`config.mk`:
```
export PLATFORM = sky130hd
export DESIGN_NAME = riscv_i32_dmem_misaligned_sequencer
export DESIGN_NICKNAME = d
export VERILOG_FILES = /design/src/rtl/riscv_i32_dmem_misaligned_sequencer_pkg.sv /design/src/rtl/riscv_i32_dmem_lane_calc.sv /design/src/rtl/riscv_i32_dmem_misaligned_sequencer.sv
export SDC_FILE = /design/constraint.sdc
export NUM_CORES = 1
export LEC_CHECK = 0
export CAP_MARGIN = 5
export CELL_PAD_IN_SITES_DETAIL_PLACEMENT = 0
export CELL_PAD_IN_SITES_GLOBAL_PLACEMENT = 1
export CORE_UTILIZATION = 29
export DETAILED_ROUTE_END_ITERATION = 6
export PLACE_DENSITY = 0.86
export REMOVE_ABC_BUFFERS = 1
export SLEW_MARGIN = 20
export SYNTH_ARGS = -nofsm -noshare
export SYNTH_HDL_FRONTEND = slang
export SYNTH_SLANG_ARGS = --single-unit
export TNS_END_PERCENT = 30
```
`constraint.sdc`:
```
create_clock -name clk -period 3.21 [get_ports clk]
set_input_delay 0.8025 -clock clk [delete_from_list [all_inputs] [get_ports clk]]
set_output_delay 0.8025 -clock clk [all_outputs]
set_load 0.1 [all_outputs]
```
`src/rtl/riscv_i32_dmem_misaligned_sequencer_pkg.sv`:
```
`default_nettype none
// ============================================================================
// Module      : riscv_i32_dmem_misaligned_sequencer_pkg
// Description : Shared types for the misaligned data-memory sequencer.
//               Holds the size encoding, the FSM state enum, the dmem
//               request/response structs and the read-alignment control
//               struct, plus a helper that turns a size code into a
//               right-justified byte-lane mask.
// Revision    : 1.0 - initial release
// ============================================================================
package riscv_i32_dmem_misaligned_sequencer_pkg;

  localparam logic [1:0] c_size_byte = 2'd0;
  localparam logic [1:0] c_size_half = 2'd1;
  localparam logic [1:0] c_size_word = 2'd2;

  typedef enum logic [2:0] {
    ST_IDLE   = 3'd0,
    ST_ISSUE1 = 3'd1,
    ST_WAIT1  = 3'd2,
    ST_ISSUE2 = 3'd3,
    ST_WAIT2  = 3'd4
  } state_t;

  typedef struct packed {
    logic        valid;
    logic [31:0] address;
    logic [3:0]  byte_enable;
    logic [31:0] write_data;
    logic        write;
    logic        sequential;
  } dmem_req_t;

  typedef struct packed {
    logic ack;
    logic access_complete;
  } dmem_resp_t;

  typedef struct packed {
    logic [1:0] rotation;
    logic [3:0] byte_clear;
    logic [3:0] byte_enable;
    logic       sign_byte;
    logic       sign_half;
  } rd_ctrl_t;

  // (1<<n)-1 for n = 1/2/4 bytes; the reserved code 3 behaves as a word.
  function automatic logic [3:0] size_len_mask(input logic [1:0] size);
    logic [3:0] m;
    case (size)
      c_size_byte:       m = 4'b0001;
      c_size_half:       m = 4'b0011;
      c_size_word, 2'd3: m = 4'b1111;
      default:           m = 4'b1111;
    endcase
    return m;
  endfunction

endpackage
`default_nettype wire

```
`src/rtl/riscv_i32_dmem_lane_calc.sv`:
```
`default_nettype none
// ============================================================================
// Module      : riscv_i32_dmem_lane_calc
// Description : Combinational byte-lane geometry for one access.
//   addr_lo  in  2 : byte offset within the word
//   size     in  2 : size code (0 byte, 1 half, 2/3 word)
//   mask8    out 8 : lane mask across two words, low nibble = beat 1
//   crossing out 1 : access spills into the next word
//   e1       out 4 : result bytes delivered by beat 1 of a crossing access
//   rotation out 2 : read-data rotation (equals the byte offset)
// Revision    : 1.0 - initial release
// ============================================================================
module riscv_i32_dmem_lane_calc
  import riscv_i32_dmem_misaligned_sequencer_pkg::*;
(
  input  logic [1:0] addr_lo,
  input  logic [1:0] size,
  output logic [7:0] mask8,
  output logic       crossing,
  output logic [3:0] e1,
  output logic [1:0] rotation
);

  logic [3:0] w_len;

  always_comb begin
    w_len    = size_len_mask(size);
    mask8    = {4'b0000, w_len} << addr_lo;
    crossing = |mask8[7:4];
    // Beat 1 can only supply the bytes from the offset to the top of the word.
    e1       = 4'hF >> addr_lo;
    rotation = addr_lo;
  end

endmodule
`default_nettype wire

```
`src/rtl/riscv_i32_dmem_misaligned_sequencer.sv`:
```
`default_nettype none
// ============================================================================
// Module      : riscv_i32_dmem_misaligned_sequencer
// Description : Splits one load/store at any byte address into one or two
//               word-aligned dmem accesses, with one access outstanding.
//   clk, reset_n            : clock, synchronous active-low reset
//   req_*                   : execute-stage request (valid/ready handshake)
//   dmem_access_req__*      : aligned access request, held until ack
//   dmem_access_resp__*     : ack / access_complete from memory
//   read_stage_data         : merged data from the downstream align stage
//   last_data               : beat-1 merged data of a crossing load
//   read_data_* / sign_*    : per-beat controls for the align stage
//   done, crossed           : final-beat completion pulse and 2-beat flag
// Revision    : 1.0 - initial release
// ============================================================================
module riscv_i32_dmem_misaligned_sequencer
  import riscv_i32_dmem_misaligned_sequencer_pkg::*;
(
  input  logic        clk,
  input  logic        reset_n,
  input  logic        req_valid,
  output logic        req_ready,
  input  logic        req_store,
  input  logic [1:0]  req_size,
  input  logic        req_sign,
  input  logic [31:0] req_address,
  input  logic [31:0] req_write_data,
  output logic        dmem_access_req__valid,
  output logic [31:0] dmem_access_req__address,
  output logic [3:0]  dmem_access_req__byte_enable,
  output logic [31:0] dmem_access_req__write_data,
  output logic        dmem_access_req__write,
  output logic        dmem_access_req__sequential,
  input  logic        dmem_access_resp__ack,
  input  logic        dmem_access_resp__access_complete,
  input  logic [31:0] read_stage_data,
  output logic [31:0] last_data,
  output logic [1:0]  read_data_rotation,
  output logic [3:0]  read_data_byte_clear,
  output logic [3:0]  read_data_byte_enable,
  output logic        sign_extend_byte,
  output logic        sign_extend_half,
  output logic        done,
  output logic        crossed
);

  state_t      r_state;
  logic [31:0] r_address;
  logic [31:0] r_write_data;
  logic [31:0] r_last_data;
  logic [1:0]  r_size;
  logic        r_store;
  logic        r_sign;

  logic [7:0]  w_mask8;
  logic        w_crossing;
  logic [3:0]  w_e1;
  logic [1:0]  w_rotation;
  logic [3:0]  w_len;
  logic [31:0] w_rot_wdata;
  logic        w_issue;
  logic        w_beat2;
  logic        w_final;
  logic        w_beat1_done;
  logic        w_beat2_done;
  dmem_resp_t  w_resp;
  dmem_req_t   w_req;
  rd_ctrl_t    w_rd;

  riscv_i32_dmem_lane_calc u_lane_calc (
    .addr_lo  (r_address[1:0]),
    .size     (r_size),
    .mask8    (w_mask8),
    .crossing (w_crossing),
    .e1       (w_e1),
    .rotation (w_rotation)
  );

  always_comb begin
    w_resp.ack             = dmem_access_resp__ack;
    w_resp.access_complete = dmem_access_resp__access_complete;

    w_issue = (r_state == ST_ISSUE1) || (r_state == ST_ISSUE2);
    w_beat2 = (r_state == ST_ISSUE2) || (r_state == ST_WAIT2);
    w_final = !w_crossing || w_beat2;
    w_len   = size_len_mask(r_size);

    // Completion may arrive together with ack, skipping the wait state.
    w_beat1_done = ((r_state == ST_ISSUE1) && w_resp.ack && w_resp.access_complete) ||
                   ((r_state == ST_WAIT1) && w_resp.access_complete);
    w_beat2_done = ((r_state == ST_ISSUE2) && w_resp.ack && w_resp.access_complete) ||
                   ((r_state == ST_WAIT2) && w_resp.access_complete);

    // Store byte i lands in lane (offset + i) mod 4: rotate left by offset bytes.
    case (r_address[1:0])
      2'd0:    w_rot_wdata = r_write_data;
      2'd1:    w_rot_wdata = {r_write_data[23:0], r_write_data[31:24]};
      2'd2:    w_rot_wdata = {r_write_data[15:0], r_write_data[31:16]};
      default: w_rot_wdata = {r_write_data[7:0],  r_write_data[31:8]};
    endcase

    w_req = '0;
    if (w_issue) begin
      w_req.valid       = 1'b1;
      w_req.address     = {r_address[31:2], 2'b00} + (w_beat2 ? 32'd4 : 32'd0);
      w_req.byte_enable = w_beat2 ? w_mask8[7:4] : w_mask8[3:0];
      w_req.write_data  = w_rot_wdata;
      w_req.write       = r_store;
      w_req.sequential  = w_beat2;
    end

    w_rd = '0;
    if (r_state != ST_IDLE) begin
      w_rd.rotation = w_rotation;
      if (!w_crossing) begin
        w_rd.byte_enable = w_len;
        w_rd.byte_clear  = 4'hF;
      end else if (!w_beat2) begin
        w_rd.byte_enable = w_e1;
        w_rd.byte_clear  = 4'hF;
      end else begin
        // Second beat fills only the upper result bytes and keeps beat-1 bytes.
        w_rd.byte_enable = w_len & ~w_e1;
        w_rd.byte_clear  = ~w_e1;
      end
      w_rd.sign_byte = r_sign && (r_size == c_size_byte) && w_final;
      w_rd.sign_half = r_sign && (r_size == c_size_half) && w_final;
    end
  end

  always_ff @(posedge clk) begin
    if (!reset_n) begin
      r_state      <= ST_IDLE;
      r_address    <= '0;
      r_write_data <= '0;
      r_last_data  <= '0;
      r_size       <= '0;
      r_store      <= 1'b0;
      r_sign       <= 1'b0;
    end else begin
      case (r_state)
        ST_IDLE: begin
          if (req_valid) begin
            r_address    <= req_address;
            r_write_data <= req_write_data;
            r_size       <= req_size;
            r_store      <= req_store;
            r_sign       <= req_sign;
            r_state      <= ST_ISSUE1;
          end
        end
        ST_ISSUE1: begin
          if (w_resp.ack) begin
            if (w_resp.access_complete) r_state <= w_crossing ? ST_ISSUE2 : ST_IDLE;
            else                        r_state <= ST_WAIT1;
          end
        end
        ST_WAIT1: begin
          if (w_resp.access_complete) r_state <= w_crossing ? ST_ISSUE2 : ST_IDLE;
        end
        ST_ISSUE2: begin
          if (w_resp.ack) r_state <= w_resp.access_complete ? ST_IDLE : ST_WAIT2;
        end
        ST_WAIT2: begin
          if (w_resp.access_complete) r_state <= ST_IDLE;
        end
        default: r_state <= ST_IDLE;
      endcase

      if (w_beat1_done && w_crossing && !r_store) r_last_data <= read_stage_data;
    end
  end

  assign req_ready                    = reset_n && (r_state == ST_IDLE);
  assign done                         = reset_n && ((w_beat1_done && !w_crossing) || w_beat2_done);
  assign crossed                      = reset_n && w_beat2_done;
  assign last_data                    = r_last_data;

  assign dmem_access_req__valid       = w_req.valid;
  assign dmem_access_req__address     = w_req.address;
  assign dmem_access_req__byte_enable = w_req.byte_enable;
  assign dmem_access_req__write_data  = w_req.write_data;
  assign dmem_access_req__write       = w_req.write;
  assign dmem_access_req__sequential  = w_req.sequential;

  assign read_data_rotation           = w_rd.rotation;
  assign read_data_byte_clear         = w_rd.byte_clear;
  assign read_data_byte_enable        = w_rd.byte_enable;
  assign sign_extend_byte             = w_rd.sign_byte;
  assign sign_extend_half             = w_rd.sign_half;

endmodule
`default_nettype wire

```
==> results.ini <==
[sta]
setup_violations = 16
drv_slew = 0
period_share_pct = 108
worst_slew_pin_slew_ns = 0.705
fin_crit_ns = 3.45
fmax_mhz = 290
fin_ws_ns = -0.244
rsz0062_at_grt = yes
finalClockSkew_ns = 0.00800
hold_viol = 0
relSlewSlack_pct = 53.0

[floorplan]
die_h_um = 146
die_area_um2 = 21500
fp.dieW_um = 146
initial_core_util_pct = 29.7
core_um2 = 20400
rows = 52
ios = 223

[logic_synthesis]
synth_cells = 726
synth_cell_types = 48
synth-async-reset-ratio_pct = 0
synth_edf_count = 0
netlist_area_um2 = 6050
yosysWarnings = 0
yosysSeqAreaShare_pct = 34.1
postSynthAreaPerCell_um2 = 8.34
yosys_register_bits = 103
synth_ff_type = dfxtp_1

[routing]
ant_nets = 0
post_drt_wl_per_cell_um = 15.3
first_pass_iters = 4
drtIter0Drc = 215
detail_route.vias_per_cell = 4.80
drc = 0
postRouteWirelength_um = 18500
via_count = 5805

[clock_tree]
cts_buffers = 9
cts.path.max_buffers = 2
hold_buffers = 0
clk_latency_ns = 0.35
h-tree-depth = 3
clock-root-buffer = clkbuf_16
cts.sinks = 103
cts_tree = yes
cts.clk_slew.worst_paths_ns = 0.07

[finish]
fin_area_um2 = 9830
n_fill_cell = 1914
fin_nets = 1042
num_antenna_cells = 0
areaGrowthSynthToFinish_pct = 62.5
drive_gt1_share_pct = 26.1

[grt]
antenna_found_initial = 0
overflow = 0
grt_usage_pct = 17.3
grt_pass1_vias = 5647
grt_pass1_wl_um = 29500
grt_max_degree = 76

[setup_path]
critPathLaunchType = flip-flop
critPathCaptureType = output port
worst-setup-path-type = flip-flop to output port
critical_path_arrival_ns = 2.65
crit_path_start = r_state[0]$_SDFFE_PN0P_
critPathMaxFanout = 6
required_ns = 2.41
timing.rr.start = r_address[0]$_SDFFE_PN0P_

[hold_path]
min_path_type = flip-flop to flip-flop
hp-start = last_data[10]$_SDFFE_PN0P_

[placement]
placed_area_um2 = 9300
dpl.hpwl_um = 13300
portBuffers = 220
gp_congestion = 0.835

[power]
ir_drop_uv = 235
power.density_nw_per_um2 = 380
power_leakage_nw = 3.58
p_total_mw = 3.74

[outcome]
violations = negative setup slack
status = complete, but fails checks

[flow_run]
cap_violations = 0

placed cells by master, fill, tap and decap left out, drive strengths merged, types with 2 or more instances in the layout:
cell type and count:
nand2 217, buf 160, clkdlybuf4s50 103, dfxtp 103, a21boi 68, and2 42
mux4 32, mux2i 32, a21oi 19, nor2 18, o21ai 17, nand3 12
or3 10, inv 10, nand4 9, clkbuf 9, xor2 8, and4 6
or4 6, o31ai 5, nor3 5, and3 4, o21a 4, xnor2 4
a2111oi 4, a211oi 3, nor3b 3, nand2b 3, clkinv 3, mux2 2
nor4b 2, ha 2, conb 2, bufinv 2
path summary, 6_finish.rpt:
kind / end / slack (ns) / cells past startpoint
setup / recovery: dmem_access_req__address[20] / -0.24 / 12
hold / removal: last_data[10]$_SDFFE_PN0P_ / 0.46 / 2
setup reg to reg: last_data[21]$_SDFFE_PN0P_ / 1.32 / 6
hold reg to reg: last_data[10]$_SDFFE_PN0P_ / 0.46 / 2
kinds of logic after synthesis:
family | share of synthesized area, %
compound gates | 14.2
xor+xnor | 1.74
fa+ha+maj | 0.413
buf+inv | 5.85
flops | 34.1
mux | 17.6
other cells | 0.0620
simple gates | 26.1
per-layer routing:
metal	track usage, %	share of wire (%)	up-vias
li1	-	-	2906
met3	4.81	6.1	17
met5	0	0	-
met2	29.6	49	160
met1	20.8	43	2722
met4	5.36	1.7	0
critical path, cell delays in order (launching register included):
cell and delay [ns]:
dfxtp_4 0.37, nor3b_4 0.21, a21oi_2 0.06, inv_2 0.08, ha_4 0.15, ha_4 0.12
and4_4 0.24, nand3_4 0.12, buf_6 0.16, or3_4 0.32, a21oi_2 0.15, buf_4 0.14
buf_12 0.16
sequential cells by signal, summed over array words and instances (netlist names):
register and count:
r_store 1, last_data 32, r_address 32, r_state 3, r_write_data 32, r_sign 1
r_size 2
cells in the mapped netlist, types with 3 or more instances:
cell type	n	area (um^2)
a211oi_1	3	22.5
buf_6	3	33.8
nor2_1	18	67.6
and3_1	4	25.0
mux4_2	32	721
nor3b_1	3	22.5
or3_1	10	62.6
buf_4	5	37.5
a21boi_1	3	22.5
o21a_1	4	30.0
mux2i_1	32	320
a21boi_0	65	488
a21oi_1	18	90.1
xnor2_1	4	35.0
buf_1	4	15.0
or4_1	6	45.0
o21ai_0	16	80.1
nand2_1	217	815
xor2_1	8	70.1
o31ai_1	5	37.5
clkbuf_1	32	120
and2_1	41	257
dfxtp_1	103	2060
nand4_1	9	56.3
a2111oi_0	4	35.0
nor3_1	5	25.0
buf_2	22	110
nand2b_1	3	18.8
nand3_1	11	55.1
inv_1	10	37.5
and4_1	6	52.6
report_power, final:
| part | switching (mW) | leakage (nW) | internal (mW) |
|---|---|---|---|
| clock | 0.508 | 0.151 | 0.679 |
| combinational | 0.669 | 2.59 | 0.462 |
| sequential | 0.0770 | 0.843 | 1.34 |
metrics by stage:
stage,utilization [%],instances,hold WS (ns),setup TNS [ns],worst slack (ns)
after floorplan,-,661,0.447,-135.22,-4.80
after global placement,45.7,1185,0.443,-0.767,-0.145
after detailed placement,45.7,1185,0.450,-1.43,-0.231
after CTS,48.0,1207,0.463,-3.00,-0.246
after global routing,48.3,1209,0.477,-4.73,-0.336
final,48.3,1209,0.459,-2.57,-0.244
timing repair:
item	in CTS	in global routing
pin swaps	11	7
gates cloned	1	0
endpoints found under the setup margin	24	25
gates resized for setup	28	11
buffers inserted	6	2
layout make-up:
class	count	area, um^2	share of cell area (%)
Inverter	10	37.5	0.382
Clock buffer	9	225	2.29
Timing Repair Buffer	263	3300	33.5
Tap cell	270	338	3.44
Multi-Input combinational cell	548	3780	38.4
Clock inverter	6	86.3	0.878
Sequential cell	103	2070	21.1
(Power assumes the default switching activity.)
